[src/rtl/random_pool_arbiter_if.sv]
// Consumer-side bundle for random_pool_arbiter: RNG byte handshake, client
// request/ack lines, delivered word and pool status.
interface random_pool_arbiter_if #(
  parameter int unsigned RATE       = 8,
  parameter int unsigned CLIENTS    = 4,
  parameter int unsigned DEPTH      = 16,
  parameter int unsigned WORD_BYTES = 4
);
  localparam int unsigned FILL_W = $clog2(DEPTH) + 1;

  logic [RATE-1:0]            rng_data;
  logic                       rng_valid;
  logic                       rng_received;
  logic [CLIENTS-1:0]         req;
  logic [CLIENTS-1:0]         ack;
  logic [WORD_BYTES*RATE-1:0] word;
  logic [FILL_W-1:0]          fill;
  logic                       health_fail;

  modport master (
    output rng_data, rng_valid, req,
    input  rng_received, ack, word, fill, health_fail
  );

  modport slave (
    input  rng_data, rng_valid, req,
    output rng_received, ack, word, fill, health_fail
  );
endinterface

[src/rtl/random_pool_arbiter.sv]
// Pools RNG chunks in a FIFO, health-tests the stream for repeats, and hands
// each assembled word to exactly one client in round-robin order.
module random_pool_arbiter #(
  parameter int unsigned RATE         = 8,
  parameter int unsigned CLIENTS      = 4,
  parameter int unsigned DEPTH        = 16,
  parameter int unsigned WORD_BYTES   = 4,
  parameter int unsigned REPEAT_LIMIT = 4
) (
  input  logic                 clk,
  input  logic                 rst,
  random_pool_arbiter_if.slave bus
);
  localparam int unsigned PTR_W  = $clog2(DEPTH);
  localparam int unsigned FILL_W = PTR_W + 1;
  localparam int unsigned CLI_W  = (CLIENTS > 1) ? $clog2(CLIENTS) : 1;
  localparam int unsigned CNT_W  = (WORD_BYTES > 1) ? $clog2(WORD_BYTES) : 1;
  localparam int unsigned RUN_W  = $clog2(REPEAT_LIMIT + 1);
  localparam int unsigned WORD_W = WORD_BYTES * RATE;

  typedef enum logic [1:0] {IDLE, COLLECT, DELIVER} state_e;

  state_e             state_q;
  logic [CLI_W-1:0]   sel_q;
  logic [CLI_W-1:0]   last_grant_q;
  logic [CNT_W-1:0]   cnt_q;
  logic [WORD_W-1:0]  acc_q;
  logic [WORD_W-1:0]  word_q;
  logic [CLIENTS-1:0] ack_q;

  logic [RATE-1:0]    mem_q [DEPTH];
  logic [PTR_W-1:0]   wr_ptr_q;
  logic [PTR_W-1:0]   rd_ptr_q;
  logic [FILL_W-1:0]  fill_q;

  logic [RATE-1:0]    last_chunk_q;
  logic [RUN_W-1:0]   run_q;
  logic               health_fail_q;

  logic               rng_received;
  logic [RUN_W-1:0]   run_d;
  logic               trip;
  logic               push;
  logic               abort;
  logic               pop;
  logic [RATE-1:0]    pop_data;
  logic [WORD_W-1:0]  acc_d;
  logic               grant_found;
  logic [CLI_W-1:0]   grant_idx;

  // Handshake, repeat-run tracking and pop qualification
  always_comb begin
    rng_received = bus.rng_valid && (fill_q < FILL_W'(DEPTH)) && !health_fail_q && !rst;
    run_d        = (bus.rng_data == last_chunk_q) ? run_q + RUN_W'(1) : RUN_W'(1);
    trip         = rng_received && (run_d >= RUN_W'(REPEAT_LIMIT));
    push         = rng_received && !trip;
    abort        = health_fail_q || trip;
    pop          = (state_q == COLLECT) && !abort && bus.req[sel_q] && (fill_q != '0);
    pop_data     = mem_q[rd_ptr_q];
    acc_d        = acc_q;
    acc_d[32'(cnt_q) * RATE +: RATE] = pop_data;
  end

  // Round-robin search starting just after the last granted client
  always_comb begin
    logic [31:0] cand;
    grant_found = 1'b0;
    grant_idx   = '0;
    cand        = '0;
    for (int unsigned i = 1; i <= CLIENTS; i++) begin
      cand = (32'(last_grant_q) + i) % CLIENTS;
      if (!grant_found && bus.req[CLI_W'(cand)]) begin
        grant_found = 1'b1;
        grant_idx   = CLI_W'(cand);
      end
    end
  end

  // Chunk pool; a health failure flushes it
  always_ff @(posedge clk) begin
    if (rst || health_fail_q) begin
      wr_ptr_q <= '0;
      rd_ptr_q <= '0;
      fill_q   <= '0;
    end else begin
      if (push) begin
        mem_q[wr_ptr_q] <= bus.rng_data;
        wr_ptr_q        <= wr_ptr_q + PTR_W'(1);
      end
      if (pop) begin
        rd_ptr_q <= rd_ptr_q + PTR_W'(1);
      end
      fill_q <= fill_q + FILL_W'(push) - FILL_W'(pop);
    end
  end

  // Repetition-count health test, sticky until reset
  always_ff @(posedge clk) begin
    if (rst) begin
      last_chunk_q  <= '0;
      run_q         <= '0;
      health_fail_q <= 1'b0;
    end else if (rng_received) begin
      last_chunk_q <= bus.rng_data;
      run_q        <= run_d;
      if (trip) begin
        health_fail_q <= 1'b1;
      end
    end
  end

  // Arbiter FSM: ack and word register on the last pop so they show in DELIVER
  always_ff @(posedge clk) begin
    if (rst) begin
      state_q      <= IDLE;
      sel_q        <= '0;
      last_grant_q <= CLI_W'(CLIENTS - 1);
      cnt_q        <= '0;
      acc_q        <= '0;
      word_q       <= '0;
      ack_q        <= '0;
    end else begin
      ack_q <= '0;
      case (state_q)
        IDLE: begin
          if (grant_found && !abort) begin
            sel_q   <= grant_idx;
            cnt_q   <= '0;
            acc_q   <= '0;
            state_q <= COLLECT;
          end
        end
        COLLECT: begin
          if (abort || !bus.req[sel_q]) begin
            cnt_q   <= '0;
            acc_q   <= '0;
            state_q <= IDLE;
          end else if (pop) begin
            acc_q <= acc_d;
            if (cnt_q == CNT_W'(WORD_BYTES - 1)) begin
              word_q       <= acc_d;
              ack_q[sel_q] <= 1'b1;
              state_q      <= DELIVER;
            end else begin
              cnt_q <= cnt_q + CNT_W'(1);
            end
          end
        end
        DELIVER: begin
          last_grant_q <= sel_q;
          state_q      <= IDLE;
        end
        default: state_q <= IDLE;
      endcase
    end
  end

  assign bus.rng_received = rng_received;
  assign bus.ack          = ack_q;
  assign bus.word         = word_q;
  assign bus.fill         = fill_q;
  assign bus.health_fail  = health_fail_q;

endmodule
[src/flat_wrapper.sv]
// flat-port wrapper written by rule: the top's interface ports become plain ports
module random_pool_arbiter_flat 
#(
  parameter int unsigned RATE         = 8,
  parameter int unsigned CLIENTS      = 4,
  parameter int unsigned DEPTH        = 16,
  parameter int unsigned WORD_BYTES   = 4,
  parameter int unsigned REPEAT_LIMIT = 4
)
  (clk, rst, bus_rng_data, bus_rng_valid, bus_req, bus_rng_received, bus_ack, bus_word, bus_fill, bus_health_fail);
  random_pool_arbiter_if #(.RATE(RATE), .CLIENTS(CLIENTS), .DEPTH(DEPTH), .WORD_BYTES(WORD_BYTES)) bus_i ();
  input  logic clk;
  input  logic rst;
  input wire logic [$bits(bus_i.rng_data)-1:0] bus_rng_data;
  input wire logic [$bits(bus_i.rng_valid)-1:0] bus_rng_valid;
  input wire logic [$bits(bus_i.req)-1:0] bus_req;
  output wire logic [$bits(bus_i.rng_received)-1:0] bus_rng_received;
  output wire logic [$bits(bus_i.ack)-1:0] bus_ack;
  output wire logic [$bits(bus_i.word)-1:0] bus_word;
  output wire logic [$bits(bus_i.fill)-1:0] bus_fill;
  output wire logic [$bits(bus_i.health_fail)-1:0] bus_health_fail;
  assign bus_i.rng_data = bus_rng_data;
  assign bus_i.rng_valid = bus_rng_valid;
  assign bus_i.req = bus_req;
  assign bus_rng_received = bus_i.rng_received;
  assign bus_ack = bus_i.ack;
  assign bus_word = bus_i.word;
  assign bus_fill = bus_i.fill;
  assign bus_health_fail = bus_i.health_fail;
  random_pool_arbiter #(.RATE(RATE), .CLIENTS(CLIENTS), .DEPTH(DEPTH), .WORD_BYTES(WORD_BYTES), .REPEAT_LIMIT(REPEAT_LIMIT)) u_core (.clk(clk), .rst(rst), .bus(bus_i));
endmodule
[config.mk]
export PLATFORM = sky130hd
export DESIGN_NAME = random_pool_arbiter_flat
export DESIGN_NICKNAME = d
export VERILOG_FILES = /design/src/rtl/random_pool_arbiter_if.sv /design/src/rtl/random_pool_arbiter.sv /design/src/flat_wrapper.sv
export SDC_FILE = /design/constraint.sdc
export NUM_CORES = 1
export LEC_CHECK = 0
export CORE_ASPECT_RATIO = 0.75
export CORE_UTILIZATION = 25
export DETAILED_ROUTE_END_ITERATION = 8
export HOLD_SLACK_MARGIN = 0.15
export SKIP_CTS_REPAIR_TIMING = 1
export SLEW_MARGIN = 20
export SYNTH_ARGS = -nofsm -noshare
export SYNTH_HDL_FRONTEND = slang
export SYNTH_SLANG_ARGS = --single-unit
[constraint.sdc]
create_clock -name clk -period 7.62 [get_ports clk]
set_input_delay 0.762 -clock clk [delete_from_list [all_inputs] [get_ports clk]]
set_output_delay 0.762 -clock clk [all_outputs]
set_load 0.005 [all_outputs]
After elaboration in Yosys (flattened, before gate mapping)
Memory sizes are Yosys's and may differ from the RTL's. A register that Yosys moved wholly into a read port is not among the register bits. Cells that the tools add are included.

Input bits: 15. Logic and storage cells: 122. RAM bits: 128. Bits in registers: 101. Memories: 1. Output and inout port bits: 43.

Memory list: u_core.mem_q (words 16, bits a word 8, read ports 1, clocked after memory_dff 1, write ports 1, line random_pool_arbiter.sv:31) `logic [RATE-1:0] mem_q [DEPTH];`.

Magnitude comparators: 8. Add/sub/neg operators: 11. Reduce and logical (&&, ||, !) cells: 34. Shift-type cells: 2. Bitwise logic cells: 4. Muxes and demuxes: 41. Eq/ne operators: 8.

Operators with widths (count): $mux W32 (3); $pmux W32 S2 (1); $neg A5 Y34 (1); $shift A8 B34 Y32 const A (1); $shiftx A8 B34 Y32 (1); $bwmux W32 (1); $mux W2 (12); $lt A2 B3 Y1 const B (5); $logic_and A1 B1 Y1 (13); $mux W1 (13); $bmux W1 S2 (5); $add A4 B1 Y4 const B (2); $eq A8 B8 Y1 (1); $logic_not A1 Y1 (8); $mux W4 (2); $pmux W2 S2 (2); $reduce_and A4 Y1 (2); $add A2 B1 Y2 const B (3); $ne A3 B3 Y1 const B (2); $reduce_and A3 Y1 (2); $add A5 B1 Y5 (1); $lt A5 B5 Y1 const B (1); $reduce_bool A5 Y1 (1); $reduce_or A5 Y1 (1); other kinds (16) (24).

Logic depth before layout (Yosys ltp)
Gate-level depths: netlist of the first run.

Word-level depth: 16. Gate-level depth with buffers: 17.

Worst setup path after synthesis of the first run
OpenSTA, ideal clock, no wires.

Path kind: input-to-reg. Start: input rst. End: register u_core.fill_q[4], in the netlist u_core.bus.fill[4]. Stages on the path: 17. Data arrival time: 3421 ps. Buffers on the path: 1. Setup time: 128 ps. Slack: 4071 ps. Required time: 7492 ps. Cells stage by stage: or4b_1 > buf_2 > nor4_4 > a31oi_4 > nand3_2 > inv_1 > ha_1 > inv_1 > ha_1 > inv_1 > fa_1 > inv_1 > a21oi_1 > nor2_1 > nor2_1 > xnor2_1 > nor2_1.

Cells in the longest elaborated chain, start to end: 9. Elaborated cells between the ends (all ways): 13. Classes of those cells: add/sub (2); reduce/logical (11).

Ends and longest elaborated chain: from (decl) (line flat_wrapper.sv:13) `input logic rst;`; branches (longest 9 deep; another with $add A5 B1 Y5); to (signal assigned) (line random_pool_arbiter.sv:93) `fill_q <= fill_q + FILL_W'(push) - FILL_W'(pop);`; to (decl) (line random_pool_arbiter.sv:34) `logic [FILL_W-1:0] fill_q;`.

Several ways; the timed one is not identified. A chain may end at the register's enable or synchronous reset.

Worst setup path after layout of the first run
Start: input bus_rng_valid. End: register u_core.fill_q[4], in the netlist u_core.bus.fill[4].

Cells in the longest elaborated chain, start to end: 10. Elaborated cells between the ends (all ways): 13. Classes of those cells: add/sub (2); reduce/logical (11).

Ends and longest elaborated chain: from (decl) (line flat_wrapper.sv:15) `input wire logic [$bits(bus_i.rng_valid)-1:0] bus_rng_valid;`; $logic_and A1 B1 Y1 (*) (3 in a row) (line random_pool_arbiter.sv:53) `rng_received = bus.rng_valid && (fill_q < FILL_W'(DEPTH)) && !health_fail_q && !rst;`; branches (longest 6 deep; another with $add A5 B1 Y5); $sub A5 B1 Y5 (*) (line random_pool_arbiter.sv:93).

Every way passes the cells marked *.

==> flow_metrics.tcl, run 1 <==
set metrics [dict create \
    cp_max_fo 14 \
    ys_seq_area_frac 0.617 \
    tns_ns 0 \
    ios 58 \
    rows 61 \
    start_util 0.257 \
    crit_family "simple AND/OR/NAND/NOR gates" \
    die-area_mm2 0.0394 \
    path_clk_slew_ns 0.06 \
    cap_viol_max_count 0 \
    place.gp.congestion 0.816 \
    critPathCaptureType "flop" \
    yosys_warnings 0 \
    core-area_mm2 0.0376 \
    r2r_start "u_core.bus.health_fail$_SDFFE_PP0P_" \
    max_slew_margin 0.208 \
    ys.flop_type "edfxtp_1" \
    track_usage 0.117 \
    fmax_ghz 0.258 \
    cts_root_buf "clkbuf_16" \
    die_h_um 172 \
    htreeDepth 1 \
    period_needed_ns 3.87 \
    power_per_cell_area_mw_per_mm2 259 \
    grt-ovfl-total 0 \
    holdPathEnd "u_core.last_chunk_q[2]$_SDFFE_PP0P_" \
    cp.required_ns 8.02 \
    ys_types 52 \
    fin_ws_ns 3.75 \
    cp_slowest_stage_delay_ns 0.72 \
    status "completed" \
    drt_first_iter_violations 554 \
    finish.instance_area_mm2 0.0115 \
    crit_arrival_ns 4.28 \
    synth_edf_count 128 \
    min_path_type "flop to flop" \
    finClkSkew_ns 0.0115 \
    path_common_cell "inv_1" \
    cp_slowest_cell "or4b_1" \
    critPathBufInv 5 \
    die_w_um 229 \
    worstPathCellList "clkdlybuf4s50_1 > or4b_1 > nor4_4 > a31oi_4 > nand3_2 > inv_1 > ha_1 > inv_1 > ha_1 > inv_1 > fa_1 > inv_1 > a21oi_1 > nor2_1 > nor2_1 > xnor2_1 > nor2_1" \
    drtAntennaViolNets 0 \
    top_layer "met4" \
    num-nets-final 835 \
    place_area_mm2 0.0107 \
    wl_met1_um 11400 \
    regToRegEndpoint "u_core.bus.fill[4]$_SDFF_PP0_" \
    leakagePower_nw 3.78 \
    post-route-period-util 0.508 \
    num_vias 6070 \
    finish.utilization 0.307 \
    dp_slack_ns 3.03 \
    worstMarginPinSlew_ns 1.18 \
    vias_per_cell 4.58 \
    cts.path.max_buffers 3 \
    areaGrowthSynthToFinish_pct 19.5 \
    routedWlPerCell_um 17.5 \
    syn_area_per_cell_um2 12.9 \
    grt_max_degree 57 \
    cp-start-kind "input pin" \
    num-fill-cells 3777 \
    drt-pass1-iter-count 5 \
    diodes 0 \
    numCtsBuffers 26 \
    synthCells 749 \
    synth.cell_area_mm2 0.00964 \
    drt-total-wl_um 23200 \
    synthArstFlopShare 0 \
    drive_above_1_share 0.136 \
    drv_slew 0 \
    drc 0 \
    syn-num-nets 782 \
    rsz0062_at_grt "no" \
    yosys_register_bits 233 \
    cts_sinks 233 \
    timing_hold_violations_final 0 \
    worstRegToRegCells 16 \
    hold_depth 2 \
    setup-violations-final 0 \
    peakVddDrop_uv 190 \
    grt_pass1_vias 5934 \
    cts_tree "yes" \
    wl_met2_um 9970 \
    min_from "u_core.last_chunk_q[2]$_SDFFE_PP0P_" \
    crit_type "input pin to flop" \
    rrSetupSlack_ns 3.95 \
    grt_pass1_wl_um 35400 \
    dp_hpwl_um 15200 \
    worstSkewPairLatency_ns 0.52 \
    wl_met3_um 1380 \
    portBuffers 57 \
    antenna_found_initial 0 \
]
==> stage by stage <==
stage | total power [mW] | hold WS [ns] | std cells
after CTS | 3.00 | 0.470 | 1325
after floorplan | 1.67 | 0.442 | 749
after detailed placement | 1.78 | 0.458 | 1278
after global routing | 3.10 | 0.482 | 1325
after global placement | 1.78 | 0.456 | 1278
final | 2.98 | 0.467 | 1325
==> synthesized netlist by cell type, types with 5 or more instances <==
cell type  count  share of area
edfxtp_1     128           0.40
a21oi_1       19         0.0099
xor2_1        12          0.011
nor4_1         5         0.0032
nor3_1        44          0.023
a22o_1        33          0.030
mux4_2        33          0.077
nand2b_1       6         0.0039
nor2_1       100          0.039
mux2_2        16          0.019
buf_2          6         0.0031
ha_1          17          0.022
a22oi_1       32          0.025
o21ai_0       37          0.019
dfxtp_1      105           0.22
clkbuf_1      14         0.0055
inv_1         49          0.019
buf_6          9          0.011
nand2_1       30          0.012
==> placed cells by master, fill, tap and decap left out, drive strengths merged, types with 3 or more instances in the layout <==
cell type and count:
a22o 33, nor3 44, a21oi 20, clkbuf 40, nor4 7, nor4b 3
nand2b 6, inv 50, a22oi 32, mux2 16, xor2 12, ha 17
nand2 30, dfxtp 105, o22ai 3, edfxtp 128, nor2 101, clkdlybuf4s50 56
clkinv 6, nand3b 3, nand3 4, mux2i 3, o21ai 37, nand4 3
xnor2 4, buf 5, mux4 33
==> kinds of logic (layout without fill, tap and decap cells) <==
| family | Yosys count | count (layout) | synth area share |
|---|---|---|---|
| muxes | 52 | 52 | 0.0989 |
| AOI/OAI and AO/OA | 134 | 134 | 0.0981 |
| adders and majority gates | 18 | 18 | 0.0241 |
| and+or+nand+nor | 210 | 210 | 0.105 |
| buffers and inverters | 86 | 158 | 0.0424 |
| xor gates and xnor gates | 16 | 16 | 0.0145 |
| DFF | 233 | 233 | 0.617 |
==> power breakdown <==
| part | internal, mW | switching [mW] | total [mW] |
|---|---|---|---|
| combinational | 0.158 | 0.213 | 0.371 |
| sequential | 1.36 | 0.0284 | 1.38 |
| clock | 0.738 | 0.488 | 1.23 |
| total | 2.25 | 0.729 | 2.98 |
==> how the worst max path moves through the flow <==
stage                  start                            end  slack (ns)  cells after the start
5_1_grt        bus_rng_valid  u_core.bus.fill[4]$_SDFF_PP0_        3.53                     17
3_5_place_dp             rst  u_core.bus.fill[4]$_SDFF_PP0_        3.03                     17
2_1_floorplan            rst  u_core.bus.fill[4]$_SDFF_PP0_        4.07                     17
4_1_cts                  rst  u_core.bus.fill[4]$_SDFF_PP0_        3.57                     17
3_3_place_gp             rst  u_core.bus.fill[4]$_SDFF_PP0_        3.08                     17
6_report       bus_rng_valid  u_core.bus.fill[4]$_SDFF_PP0_        3.75                     17
==> flip-flops by register name, indices dropped and copies added (netlist names), 3 cells and up, named ones only <==
register / flops
u_core.mem_q: 128
u_core.wr_ptr_q: 4
u_core.bus.fill: 5
u_core.last_chunk_q: 8
u_core.bus.word: 32
u_core.bus.ack: 4
u_core.run_q: 3
u_core.rd_ptr_q: 4
u_core.acc_q: 32
==> routing by layer <==
metal | vias to the layer above | track usage
met5 | - | 0
met4 | 0 | 0.0385
met3 | 34 | 0.0183
met2 | 183 | 0.174
met1 | 2992 | 0.172
li1 | 2861 | -
==> cell type report <==
| class | count | area [µm²] | area share |
|---|---|---|---|
| sequential | 233 | 5950 | 0.516 |
| inverter | 50 | 188 | 0.0163 |
| clock inverter | 7 | 65.1 | 0.00565 |
| tap | 504 | 631 | 0.0547 |
| clock buffer | 40 | 781 | 0.0678 |
| timing repair buffer | 61 | 598 | 0.0519 |
| multi-input combinational | 430 | 3310 | 0.288 |
==> worst reg2reg max path, cell delays in order (launching register included) <==
cell and delay [ns]:
dfxtp_1 0.41, or4b_1 0.84, nor4_4 0.44, a31oi_4 0.20, nand3_2 0.21, inv_1 0.07, ha_1 0.27, inv_1 0.06
ha_1 0.16, inv_1 0.06, fa_1 0.35, inv_1 0.09, a21oi_1 0.07, nor2_1 0.09, nor2_1 0.06, xnor2_1 0.14
nor2_1 0.05
Power figures use the tool's default switching activity.
==> run 2: changes to the inputs <==
==> constraint.sdc (replaced) <==
create_clock -name clk -period 3.95 [get_ports clk]
set_input_delay 0.395 -clock clk [delete_from_list [all_inputs] [get_ports clk]]
set_output_delay 0.395 -clock clk [all_outputs]
set_load 0.005 [all_outputs]
==> run 2 against run 1 <==
- cell count rose by 2.1%
- sequential power grew 95%
- core utilization is 0.63 points higher
- flip-flop and latch count stayed put
- global-route usage is 0.27 points lower
- via count increased by 0.49%
- combinational power increased by 94%
- clock-buffer cell count fell by 7
- clock skew grew 0.00082 ns
==> flow_metrics.tcl, run 2 (synthesis gave the netlist of run 1 again) <==
set metrics [dict create \
    worstMarginPinSlew_ns 0.956 \
    leakagePower_nw 3.93 \
    drt-total-wl_um 22300 \
    path_common_cell "inv_1" \
    post-route-period-util 0.825 \
    cap_viol_max_count 0 \
    cp.depth 16 \
    dp_hpwl_um 15000 \
    num_vias 6100 \
    die-area_mm2 0.0394 \
    rows 61 \
    path_clk_slew_ns 0.07 \
    crit_type "flop to flop" \
    setup-violations-final 0 \
    power_per_cell_area_mw_per_mm2 498 \
    fmax_ghz 0.307 \
    drive_above_1_share 0.164 \
    diodes 0 \
    antenna_found_initial 1 \
    status "completed" \
    cp_slowest_stage_delay_ns 0.59 \
    period_needed_ns 3.26 \
    die_w_um 229 \
    final_cell_mix "128 x edfxtp_1, 104 x dfxtp_1, 100 x nor2_1" \
    cp_max_fo 9 \
    grt_pass1_wl_um 35300 \
    drc 0 \
    areaGrowthSynthToFinish_pct 22.0 \
    final_common_cell "edfxtp_1" \
    drt_first_iter_violations 562 \
    vias_per_cell 4.51 \
    cts_tree "yes" \
    ios 58 \
    track_usage 0.114 \
    min_path_type "flop to flop" \
    portBuffers 57 \
    place.gp.congestion 0.784 \
    drt-pass1-iter-count 5 \
    critPathBufInv 4 \
    tns_ns 0 \
    finClkSkew_ns 0.0123 \
    largest_register_ffs 128 \
    core-area_mm2 0.0376 \
    worstPathCellList "or4b_1 > nor4_4 > a31oi_4 > nand3_2 > inv_1 > ha_1 > inv_1 > ha_1 > inv_1 > fa_1 > inv_1 > a21oi_1 > nor2_1 > nor2_1 > xnor2_1 > nor2_1" \
    peakVddDrop_uv 432 \
    rsz0062_at_grt "no" \
    drtAntennaViolNets 0 \
    critPathCaptureType "flop" \
    worstSkewPairLatency_ns 0.52 \
    cp.required_ns 4.35 \
    cp-start-kind "flop" \
    routedWlPerCell_um 16.5 \
    timing_hold_violations_final 0 \
    cts_sinks 233 \
    cts.path.max_buffers 3 \
    grt_max_degree 56 \
    cts_root_buf "clkbuf_16" \
    drv_slew 0 \
    htreeDepth 1 \
    grt-ovfl-total 0 \
    max_slew_margin 0.362 \
    worstRegToRegCells 16 \
    crit_family "simple AND/OR/NAND/NOR gates" \
    hold_depth 2 \
    hold_slack_ns 0.469 \
    numCtsBuffers 24 \
    num-nets-final 864 \
    grt_pass1_vias 6156 \
    start_util 0.257 \
    crit_arrival_ns 3.66 \
    cp_slowest_cell "or4b_1" \
    regMostFlops "u_core.mem_q" \
    die_h_um 172 \
]
run 2: power by group:
group	switching, mW	leakage [nW]	internal, mW
Clock	0.944	0.424	1.51
Sequential	0.0748	2.00	2.61
Combinational	0.391	1.50	0.328
Total	1.41	3.93	4.45
run 2: final cells by class:
| type | count | area (µm²) |
|---|---|---|
| clock buffer | 33 | 698 |
| clock inverter | 11 | 168 |
| timing repair buffer | 92 | 841 |
| fill | 3783 | 25800 |
| tap | 504 | 631 |
| sequential | 233 | 5950 |
| multi-input combinational | 430 | 3290 |
| inverter | 50 | 188 |
run 2: final timing paths:
check                                      startpoint                                   to  slack (ns)
setup / recovery        u_core.bus.fill[4]$_SDFF_PP0_        u_core.bus.fill[4]$_SDFF_PP0_        0.69
hold / removal    u_core.last_chunk_q[6]$_SDFFE_PP0P_  u_core.last_chunk_q[6]$_SDFFE_PP0P_        0.47
setup reg to reg        u_core.bus.fill[4]$_SDFF_PP0_        u_core.bus.fill[4]$_SDFF_PP0_        0.69
hold reg to reg   u_core.last_chunk_q[6]$_SDFFE_PP0P_  u_core.last_chunk_q[6]$_SDFFE_PP0P_        0.47
run 2: worst reg2reg max path, stage by stage (launching register included):
cell and delay (ns):
dfxtp_1 0.36, or4b_1 0.59, nor4_4 0.39, a31oi_4 0.21
nand3_2 0.15, inv_1 0.05, ha_1 0.26, inv_1 0.06
ha_1 0.15, inv_1 0.06, fa_1 0.35, inv_1 0.10
a21oi_1 0.08, nor2_1 0.09, nor2_1 0.06, xnor2_1 0.15
nor2_1 0.06
run 2: per-layer routing:
layer	wire length [µm]	up-vias	GRT usage
li1	-	2920	-
met1	11200	2993	0.168
met2	9460	154	0.169
met3	1270	31	0.0229
met4	354	2	0.0289
met5	13	-	0
run 2: stage by stage:
step / total power [mW] / worst slack, ns / cells / util / instance area (µm²)
after detailed placement: 3.46 / 0.274 / 1309 / 0.290 / 10900
after CTS: 5.92 / 0.668 / 1353 / 0.313 / 11800
after global routing: 6.11 / 0.382 / 1353 / 0.313 / 11800
after global placement: 3.45 / 0.302 / 1309 / 0.290 / 10900
final: 5.86 / 0.692 / 1353 / 0.313 / 11800
after floorplan: 3.22 / 0.743 / 749 / - / 9640
==> run 3: changes to the inputs <==
==> constraint.sdc (replaced) <==
create_clock -name clk -period 3.41 [get_ports clk]
set_input_delay 0.341 -clock clk [delete_from_list [all_inputs] [get_ports clk]]
set_output_delay 0.341 -clock clk [all_outputs]
set_load 0.005 [all_outputs]
==> run 3 against run 2 <==
- maximum frequency grew 7.3%
- clock power increased by 7%
- sequential power rose by 15%
- cell count up 0.44%
- critical path depth stayed put
- die area unchanged
- register-to-register slack lost 0.32 ns
- clock skew decreased by 0.0018 ns
- core utilization is 0.067 points lower
- global-route usage hardly changed
- routed wire length up 0.78%
- combinational power rose by 22%
==> flow_metrics.tcl, run 3 (synthesis gave the netlist of run 1 again) <==
set metrics [dict create \
    status "completed" \
    num-nets-final 870 \
    timing_hold_violations_final 0 \
    cp_max_fo 3 \
    rsz0062_at_grt "no" \
    leakagePower_nw 3.92 \
    num_vias 6157 \
    fmax_ghz 0.329 \
    period_needed_ns 3.04 \
    cp-endpoint "u_core.bus.fill[4]$_SDFF_PP0_" \
    crit_arrival_ns 3.43 \
    min_path_type "input pin to flop" \
    cp-start-kind "flop" \
    min_from "rst" \
    fin_ws_ns 0.374 \
    largest_register_ffs 128 \
    antenna_found_initial 1 \
    dp.cells 1315 \
    worstMarginPinSlew_ns 1.00 \
    drt-total-wl_um 22400 \
    die_w_um 229 \
    crit_type "flop to flop" \
    track_usage 0.114 \
    place.gp.congestion 0.815 \
    diodes 0 \
    cts.path.max_buffers 3 \
    die-area_mm2 0.0394 \
    final_cell_mix "128 x edfxtp_1, 104 x dfxtp_1, 100 x nor2_1" \
    finClkSkew_ns 0.0106 \
    die_h_um 172 \
    drv_slew 0 \
    drt_first_iter_violations 381 \
    worstSkewPairLatency_ns 0.52 \
    num-fill-cells 3730 \
    rrSetupSlack_ns 0.37 \
    grt_pass1_vias 6079 \
    startpoint "u_core.bus.health_fail$_SDFFE_PP0P_" \
    cts_root_buf "clkbuf_16" \
    numCtsBuffers 24 \
    critPathCaptureType "flop" \
    start_util 0.257 \
    grt_max_degree 56 \
    areaGrowthSynthToFinish_pct 21.7 \
    rows 61 \
    worstRegToRegCells 16 \
    htreeDepth 1 \
    regToRegEndpoint "u_core.bus.fill[4]$_SDFF_PP0_" \
    drt-pass1-iter-count 5 \
    path_clk_slew_ns 0.06 \
    drtAntennaViolNets 0 \
    cp.required_ns 3.80 \
    core-area_mm2 0.0376 \
    p_total_mw 6.58 \
    layout.cells.non_filler 1359 \
    ios 58 \
    final_common_cell "edfxtp_1" \
    power_per_cell_area_mw_per_mm2 561 \
    cap_viol_max_count 0 \
    r2r_start "u_core.bus.health_fail$_SDFFE_PP0P_" \
    max_slew_margin 0.326 \
    dp_hpwl_um 15100 \
    drive_above_1_share 0.166 \
    grt_pass1_wl_um 35100 \
    setup-violations-final 0 \
    cts_tree "yes" \
    regMostFlops "u_core.mem_q" \
    drc 0 \
    grt-ovfl-total 0 \
    post-route-period-util 0.890 \
    routedWlPerCell_um 16.5 \
    dp_slack_ns -0.0352 \
    finish.utilization 0.312 \
    portBuffers 57 \
    peakVddDrop_uv 405 \
    cts_sinks 233 \
    vias_per_cell 4.53 \
]
[run 3: cell count changes in the layout (fill, tap and decap cells not counted), sizes merged]
cell,previous run,this run
bufinv,4,1
buf,36,42
clkbuf,33,38
inv,52,49
clkinvlp,1,2
[run 3: layout make-up]
class	instances	area [µm²]	share of cell area
inverter	50	188	0.0160
clock buffer	38	737	0.0628
sequential	233	5950	0.507
timing repair buffer	98	886	0.0755
multi-input combinational	430	3290	0.280
clock inverter	6	58.8	0.00501
tap	504	631	0.0537
[run 3: worst min-delay path by stage]
stage | to | slack [ns] | depth (start not counted)
floorplan | u_core.mem_q[0][0]$_DFFE_PP_ | 0.44 | 0
global placement | u_core.last_chunk_q[0]$_SDFFE_PP0P_ | 0.45 | 2
detailed placement | u_core.acc_q[12]$_SDFFE_PP0P_ | 0.45 | 1
CTS | u_core.run_q[2]$_SDFFE_PP0P_ | 0.46 | 3
global route | u_core.last_chunk_q[0]$_SDFFE_PP0P_ | 0.49 | 2
finish | u_core.run_q[2]$_SDFFE_PP0P_ | 0.47 | 3
[run 3: routing by layer]
layer / global-route usage / wire, µm
met5: 0 / 0
met4: 0.0371 / 551
met3: 0.0191 / 1010
met2: 0.177 / 9910
met1: 0.161 / 11000
[run 3: metrics by stage]
stage / cell area, µm² / hold slack (ns) / TNS, ns
2_1_floorplan: 9640 / 0.440 / 0
3_3_place_gp: 10900 / 0.454 / -0.0298
3_5_place_dp: 10900 / 0.454 / -0.0352
4_1_cts: 11700 / 0.464 / 0
5_1_grt: 11700 / 0.487 / 0
6_report: 11700 / 0.466 / 0
[run 3: critical path, stage by stage, from the launching register on]
cell	delay (ns)
dfxtp_1	0.31
or4b_1	0.59
nor4_4	0.38
a31oi_4	0.13
nand3_2	0.11
inv_1	0.05
ha_1	0.26
inv_1	0.06
ha_1	0.15
inv_1	0.05
fa_1	0.35
inv_1	0.09
a21oi_1	0.07
nor2_1	0.08
nor2_1	0.05
xnor2_1	0.15
nor2_1	0.05
[run 3: power by group]
group          total (mW)  internal [mW]  switching [mW]
registers            3.09           3.03          0.0596
logic               0.876          0.390           0.487
clock network        2.62           1.56            1.06
total                6.58           4.97            1.61
